`config.mk`:
```
export PLATFORM = sky130hd
export DESIGN_NAME = program_loader
export DESIGN_NICKNAME = d
export VERILOG_FILES = /design/src/rtl/loader_pkg.sv /design/src/rtl/program_loader.sv
export SDC_FILE = /design/constraint.sdc
export NUM_CORES = 1
export LEC_CHECK = 0
export ABC_CLOCK_PERIOD_IN_PS = 2200
export CORE_MARGIN = 2
export CORE_UTILIZATION = 35
export DETAILED_ROUTE_END_ITERATION = 8
export PLACE_DENSITY = 0.65
export SLEW_MARGIN = 40
export SYNTH_ARGS = -nofsm -noshare
export SYNTH_HDL_FRONTEND = slang
export SYNTH_SLANG_ARGS = --single-unit
export TNS_END_PERCENT = 50
```
`constraint.sdc`:
```
create_clock -name clk -period 2.2 [get_ports clk]
set_input_delay 0.33 -clock clk [delete_from_list [all_inputs] [get_ports clk]]
set_output_delay 0.33 -clock clk [all_outputs]
set_load 0.01 [all_outputs]
```
`src/rtl/loader_pkg.sv`:
```
// Shared constants and state encoding for the program-memory loader.
package loader_pkg;

    localparam int unsigned ADDR_W    = 11;
    localparam int unsigned DATA_W    = 14;
    localparam int unsigned CNT_W     = 12;
    localparam int unsigned MAX_WORDS = 2048;
    localparam logic [7:0]  SYNC_BYTE = 8'hA5;

    typedef enum logic [3:0] {
        ST_IDLE,
        ST_SYNC,
        ST_CNT_H,
        ST_CNT_L,
        ST_DAT_H,
        ST_DAT_L,
        ST_CSUM,
        ST_DONE,
        ST_ERR
    } state_e;

    // True while the loader is consuming frame bytes.
    function automatic logic is_receiving(input state_e s);
        return (s == ST_SYNC) || (s == ST_CNT_H) || (s == ST_CNT_L) ||
               (s == ST_DAT_H) || (s == ST_DAT_L) || (s == ST_CSUM);
    endfunction

endpackage

```
`src/rtl/program_loader.sv`:
```
// Framed byte stream -> 14-bit program-RAM writes, with checksum and CPU hold.
module program_loader
    import loader_pkg::*;
(
    input  logic              clk,
    input  logic              rst,
    input  logic              start,
    input  logic [7:0]        rx_data,
    input  logic              rx_valid,
    output logic              rx_ready,
    output logic              pram_we,
    output logic [ADDR_W-1:0] pram_addr,
    output logic [DATA_W-1:0] pram_data,
    output logic              cpu_hold,
    output logic              busy,
    output logic              done,
    output logic              err,
    output logic [CNT_W-1:0]  word_cnt
);

    state_e             state_q;
    state_e             state_d;
    logic [7:0]         cnt_h_q;
    logic [CNT_W-1:0]   cnt_q;
    logic [5:0]         wh_q;
    logic [7:0]         sum_q;
    logic [ADDR_W-1:0]  ptr_q;

    logic               hs;
    logic               load_start;
    logic [CNT_W-1:0]   cnt_full;
    logic [7:0]         sum_next;
    logic               last_word;
    logic               cnt_bad;

    // Handshake and frame-field decode shared by the FSM and datapath.
    always_comb begin
        hs         = rx_valid && rx_ready;
        load_start = start && ((state_q == ST_IDLE) || (state_q == ST_DONE) ||
                               (state_q == ST_ERR));
        cnt_full   = {cnt_h_q[3:0], rx_data};
        sum_next   = sum_q + rx_data;
        last_word  = (word_cnt + CNT_W'(1)) == cnt_q;
        cnt_bad    = (cnt_h_q[7:4] != 4'd0) || (cnt_full == CNT_W'(0)) ||
                     (cnt_full > CNT_W'(MAX_WORDS));
    end

    // State register.
    always_ff @(posedge clk) begin
        if (rst) begin
            state_q <= ST_IDLE;
        end else begin
            state_q <= state_d;
        end
    end

    // Next-state logic; every receiving state advances only on a handshake.
    always_comb begin
        state_d = state_q;
        case (state_q)
            ST_IDLE, ST_DONE, ST_ERR: begin
                if (start) state_d = ST_SYNC;
            end
            ST_SYNC: begin
                if (hs && (rx_data == SYNC_BYTE)) state_d = ST_CNT_H;
            end
            ST_CNT_H: begin
                if (hs) state_d = ST_CNT_L;
            end
            ST_CNT_L: begin
                if (hs) state_d = cnt_bad ? ST_ERR : ST_DAT_H;
            end
            ST_DAT_H: begin
                if (hs) state_d = (rx_data[7:6] != 2'b00) ? ST_ERR : ST_DAT_L;
            end
            ST_DAT_L: begin
                if (hs) state_d = last_word ? ST_CSUM : ST_DAT_H;
            end
            ST_CSUM: begin
                if (hs) state_d = (sum_next == 8'h00) ? ST_DONE : ST_ERR;
            end
            default: state_d = ST_IDLE;
        endcase
    end

    // Status outputs decoded from the state register; ERR keeps the CPU held.
    always_comb begin
        rx_ready = 1'b0;
        busy     = 1'b0;
        cpu_hold = 1'b0;
        done     = 1'b0;
        err      = 1'b0;
        if (is_receiving(state_q)) begin
            rx_ready = 1'b1;
            busy     = 1'b1;
            cpu_hold = 1'b1;
        end
        if (state_q == ST_DONE) begin
            done = 1'b1;
        end
        if (state_q == ST_ERR) begin
            err      = 1'b1;
            cpu_hold = 1'b1;
        end
    end

    // Count capture, checksum accumulation, word assembly and the RAM write port.
    always_ff @(posedge clk) begin
        if (rst) begin
            cnt_h_q   <= 8'h00;
            cnt_q     <= '0;
            wh_q      <= 6'd0;
            sum_q     <= 8'h00;
            ptr_q     <= '0;
            word_cnt  <= '0;
            pram_we   <= 1'b0;
            pram_addr <= '0;
            pram_data <= '0;
        end else begin
            pram_we <= 1'b0;
            if (load_start) begin
                sum_q    <= 8'h00;
                ptr_q    <= '0;
                word_cnt <= '0;
            end
            if (hs) begin
                case (state_q)
                    ST_CNT_H: begin
                        cnt_h_q <= rx_data;
                        sum_q   <= sum_next;
                    end
                    ST_CNT_L: begin
                        cnt_q <= cnt_full;
                        sum_q <= sum_next;
                    end
                    ST_DAT_H: begin
                        wh_q  <= rx_data[5:0];
                        sum_q <= sum_next;
                    end
                    ST_DAT_L: begin
                        pram_we   <= 1'b1;
                        pram_addr <= ptr_q;
                        pram_data <= {wh_q, rx_data};
                        ptr_q     <= ptr_q + ADDR_W'(1);
                        word_cnt  <= word_cnt + CNT_W'(1);
                        sum_q     <= sum_next;
                    end
                    default: ;
                endcase
            end
        end
    end

endmodule

```
# --- After elaboration in Yosys (flattened, before gate mapping) ---
# Index checks and enable logic that the tools add are counted.
word_totals:
  mem_bits_ro: 0
  reg_bits: 87
  latchBits: 0
  output_inout_bits: 43
  mem_bits_rw: 0
  elab_cells: 83
  n_memories: 0
  input_bits: 12
op_classes:
  n_reduce_logical: 25
  n_bitwise: 1
  n_lt_le_gt_ge: 1
  mux: 26
  div: 0
  n_shift: 0
  n_eq_ne: 17
  mul: 0
  add_sub_neg: 3
ops:
  columns: ["operator", "count"]
  rows:
  - ["$mux W4", 10]
  - ["$mux W12", 3]
  - ["$mux W11", 3]
  - ["$pmux W4 S7", 1]
  - ["$mux W8", 3]
  - ["$eq A4 B3 Y1 const B", 4]
  - ["$ne A2 B2 Y1 const B", 7]
  - ["$add A12 B1 Y12 const B", 1]
  - ["$eq A12 B12 Y1", 1]
  - ["$gt A12 B12 Y1 const B", 1]
  - ["$logic_not A12 Y1", 1]
  - ["$add A11 B1 Y11 const B", 1]
  - ["$logic_or A1 B1 Y1", 9]
  - ["$add A8 B8 Y8", 1]
  - ["$eq A4 B2 Y1 const B", 2]
  - ["$eq A8 B8 Y1 const B", 1]
  - ["$logic_not A8 Y1", 1]
  - ["$reduce_and A2 Y1", 4]
  - ["$reduce_and A7 Y1", 1]
  - ["$mux W1", 5]
  - ["$eq A4 B1 Y1 const B", 1]
  - ["$eq A4 B4 Y1 const B", 1]
  - ["$logic_not A4 Y1", 1]
  - ["$reduce_bool A4 Y1", 1]
  - ["other kinds (7)", 9]

# --- Longest topological paths before layout ---
logic_depth:
  depth_word: 11
  mapped_depth: 9
  depth_no_buf: 9

# --- Worst setup path before layout ---
# OpenSTA, ideal clock, no wires.
synth_timing:
  path_type: "input -> register"
  start: "in rx_data[0]"
  end: "reg state_q[3]"
  path_buffers: 0
  setup_ns: 0.120
  slack_ns: 0.040
  arrival_ns: 2.040
  cell_stages: 9
  required_ns: 2.080
  cell_sequence: "ha_1 -> inv_1 -> fa_1 -> nand2b_1 -> a21o_1 -> a311oi_1 -> and3_1 -> a211oi_1 -> a211o_1"
synth_via:
  elab_chain_cells: 6
  elab_cells_between_ends: 15
  cone_classes: "add/sub (1); order compare (1); eq/ne (2); mux (5); reduce/logical (6)"
synth_lines:
  columns: ["element", "line_no", "rtl"]
  rows:
  - ["start, declared", "program_loader.sv:8", "input logic [7:0] rx_data,"]
  - ["branches (longest 6 deep; another with $add A8 B8 Y8)", null, null]
  - ["end signal, assigned", "program_loader.sv:53", "state_q <= state_d;"]
  - ["end, declared", "program_loader.sv:21", "state_e state_q;"]
# Parallel ways; which one is timed is not known. The select of a mux whose other input is x is not followed.
# A chain may end at the register's enable or synchronous reset.

# --- Worst setup path in the final report ---
layout_timing:
  start: "reg state_q[2]"
  end: "out cpu_hold"
layout_via:
  elab_chain_cells: 8
  elab_cells_between_ends: 14
  cone_classes: "eq/ne (7); mux (2); reduce/logical (5)"
layout_lines:
  columns: ["element", "line_no", "rtl"]
  rows:
  - ["$eq A4 B1 Y1 / $eq A4 B2 Y1 (equally long branches)", "loader_pkg.sv:24", "return (s == ST_SYNC) || (s == ST_CNT_H) || (s == ST_CNT_L) ||"]
  - ["$logic_or A1 B1 Y1 (3 in a row)", "loader_pkg.sv:24", null]
  - ["$logic_or A1 B1 Y1 (2 in a row)", "loader_pkg.sv:25", "(s == ST_DAT_H) || (s == ST_DAT_L) || (s == ST_CSUM);"]
  - ["$mux W1", "program_loader.sv:93", "if (is_receiving(state_q)) begin"]
  - ["$mux W1 *", "program_loader.sv:101", "if (state_q == ST_ERR) begin"]
  - ["end, declared", "program_loader.sv:14", "output logic cpu_hold,"]
# Mark *: on every way between the ends. The rest lies on a longest branch, timed or not.

==> reports/results.tsv <==
stage	metric	value	unit
global_routing	first-pass GRT wire length	19460	µm
cells_and_area	Finished Layout Cells	801	
yosys	Post-synth top flop	dfxtp_1	
yosys	Post-synth EDFFs	0	
cells_and_area	share of cells above drive strength 1	15.26	%
critical_path	Req. time, crit path	1.87	ns
timing	Worst Tran Pin Value	0.6949	ns
cells_and_area	Fillers	1224	
detailed_routing	DR vias	4168	
yosys	Yosys warning count	0	
cells_and_area	Layout Nets	646	
die	Die ar.	13530	µm²
place	Inst Count DP	784	
timing	fin crit period	2.164	ns
clock_tree	clock slew at reported path FFs	0.07	ns
yosys	Area contributors post-synth	dfxtp_1 39%, nand2_1 6.7%, nor2_1 6.2%	
critical_path	number of cells on the critical path	4	
detailed_routing	Routed WL per cell	14.78	µm
cells_and_area	area delta synth->final	30.03	%
die	Core Area	12470	µm²
yosys	Mapped Cells	552	
timing	Rel. slew slack	53.42	%
cells_and_area	most common cell after layout, fill and taps aside	dfxtp_1	
critical_path	Register-to-Register Path Depth	9	
timing	final max-slew violation count	0	
critical_path	Worst Path Max Fanout	12	
critical_path	Largest delay share family, worst path	simple AND/OR/NAND/NOR gates	
worst_hold_path	worst min-delay path category	primary input to register	
place	HPWL Detailed	8463	µm
cells_and_area	Layout Utilization	46.07	%
clock_tree	Worst-Skew Late Latency	0.34	ns
critical_path	crit path capture type	output pin	
die	Placement Rows	41	
clock_tree	Num CTS Buffers	9	
power_and_ir_drop	leakage power	2.140	nW
critical_path	critical-path cell list	or3_4 -> nand2_1 -> o21ai_0 -> clkdlybuf4s50_1	
timing	Fmax	0.4621	GHz
cells_and_area	most frequent cells in the layout	82 x dfxtp_1, 79 x nand2_1, 71 x nor2_1	
clock_tree	maximum clock path buffer count	2	
run	Maximum Capacitance Violations	0	
yosys	Seq/Total Area, Yosys	39.43	%
detailed_routing	DRT iter0 DRCs	149	
yosys	syn avg cell area	8.001	µm²
die	Die Height	116.3	µm
critical_path	Critical Path AT	1.83	ns
place	GP Congestion	0.9203	
timing	period utilisation layout	98.37	%
critical_path	Max stage delay cell, worst path	clkdlybuf4s50_1	
yosys	register bit total from synthesis	87	
clock_tree	clk root buf	clkbuf_16	
critical_path	Worst setup SP type	register	
yosys	asr flop ratio synth	0	%
clock_tree	CTS tree	built	
detailed_routing	vias per cell	5.203	
yosys	synth unique cells	59	
detailed_routing	Pre-Repair DR Iteration Count	4	
critical_path	Crit Path Category	register to output pin	
critical_path	CP peak stage delay	0.49	ns
place	IO Port Bufs	54	
power_and_ir_drop	VDD IR max	310.3	µV
yosys	Synth area leader	dfxtp_1	
clock_tree	clk sinks	87	
yosys	Synthesized Nets	574	
critical_path	CP Buf/Inv Count	1	
global_routing	largest net degree at the start of global routing	42	
power_and_ir_drop	power density over the cells	702.9	nW/µm²
run_status	status	finished, final reports clean	
detailed_routing	final WL	11840	µm
timing	Post-Route Skew	0.007870	ns
global_routing	vias in the first global route	4091	
die	I/O pin cnt	55	
timing	Final Setup Violations	0	
global_routing	initial antenna violation count	0	
clock_tree	CTS HTree Levels	3	
yosys	top cell type's share of synthesized area	39.43	%
detailed_routing	post-route ant nets	0	
yosys	Mapped Area	4417	µm²
die	die width	116.3	µm
die	Initial Util	35.43	%
worst_hold_path	Worst Hold Depth	4	
cells_and_area	# diodes	0	
global_routing	Overflow after GRT	0	
detailed_routing	DRC	0	
global_routing	GRT Util Overall	18.10	%
timing	Hold Fails Final Rpt	0	
## metrics by stage
| step | total power [mW] | hold WS (ns) | cell area (µm²) | setup WS (ns) | TNS (ns) |
|---|---|---|---|---|---|
| 2_1_floorplan | 2.207 | 0.4315 | 4417 | 0.04024 | 0 |
| 3_3_place_gp | 2.522 | 0.4479 | 5315 | -0.5322 | -2.516 |
| 3_5_place_dp | 2.547 | 0.4477 | 5320 | -0.6125 | -2.966 |
| 4_1_cts | 4.041 | 0.4272 | 5678 | 0.02364 | 0 |
| 5_1_grt | 4.225 | 0.4696 | 5743 | -0.008587 | -0.008587 |
| 6_report | 4.037 | 0.4511 | 5743 | 0.03591 | 0 |
## repair_timing
action | 4_1_cts | 5_1_grt
setup buffers | 1 | 0
endpoints found under the setup margin | 8 | 5
hold buffers | 0 | 0
hold endpoints to repair | 0 | 0
resized for setup | 16 | 17
pin swaps | 7 | 11
## registers in the layout, summed over array words and instances (netlist names)
signal,cells
ptr_q,11
pram_data,14
sum_q,8
state_q,4
pram_addr,11
wh_q,6
cnt_h_q,8
cnt_q,12
word_cnt,12
pram_we,1
## per-layer routing
metal	wire length, µm	vias to the layer above	track usage [%]
met5	0	-	0
met4	193	0	6.111
met3	529	17	3.892
met2	5869	84	31.43
met1	5246	1984	22.26
li1	-	2083	-
## Yosys cell counts, drive strengths merged (2+ instances only)
cell type,number
inv,10
dfxtp,87
and3,10
o21ai,30
a211oi,3
xnor2,11
mux2,2
nand4b,4
clkbuf,19
a21o,2
nand4,10
o31a,2
nand3,16
nor4,7
nor3,13
buf,16
mux2i,24
nor3b,5
nor2b,6
nand2b,2
nor2,74
nand2,79
a22o,2
or3,3
a21oi,52
a211o,5
a31oi,10
and2,5
a311oi,3
ha,9
nand3b,2
xor2,10
## report_power, final
group / switching, mW / internal (mW) / leakage [nW] / total [mW]
logic: 0.490 / 0.408 / 1.30 / 0.898
registers: 0.0698 / 1.62 / 0.704 / 1.69
clock network: 0.672 / 0.775 / 0.137 / 1.45
total: 1.23 / 2.80 / 2.14 / 4.04
## final timing paths
check / start / endpoint / slack, ns
worst min-delay path: rst / ptr_q[3] / 0.45
worst min register to register: pram_data[11] / pram_data[11] / 0.45
worst max-delay path: state_q[2] / cpu_hold / 0.04
worst max register to register: sum_q[0] / state_q[3] / 0.09
## layout make-up
type | instances | area, µm² | area share, %
Multi-Input combinational cell | 419 | 2606 | 45.38
Clock inverter | 7 | 52.55 | 0.9150
Tap cell | 172 | 215.2 | 3.747
Sequential cell | 87 | 1750 | 30.48
Timing Repair Buffer | 96 | 852.1 | 14.84
Inverter | 11 | 41.29 | 0.7190
Clock buffer | 9 | 225.2 | 3.922
## tightest hold or removal path, cell delays in order
cell	delay, ns
buf_2	0.14
nor3_2	0.13
nand2_1	0.08
o21ai_0	0.06
## logic make-up (layout without fill, tap and decap cells)
kind of cell             after synthesis  after routing  share of synthesized area [%]
XOR/XNOR                              21             21                          4.164
buffers and inverters                 46            123                          4.617
adder cells (fa/ha/maj)               10             10                          3.003
AND/OR/NAND/NOR                      243            243                          26.46
AO/OA/AOI/OAI                        119            119                          16.37
flip-flops                            87             87                          39.43
multiplexers                          26             26                          5.949
(Power assumes the default switching activity.)
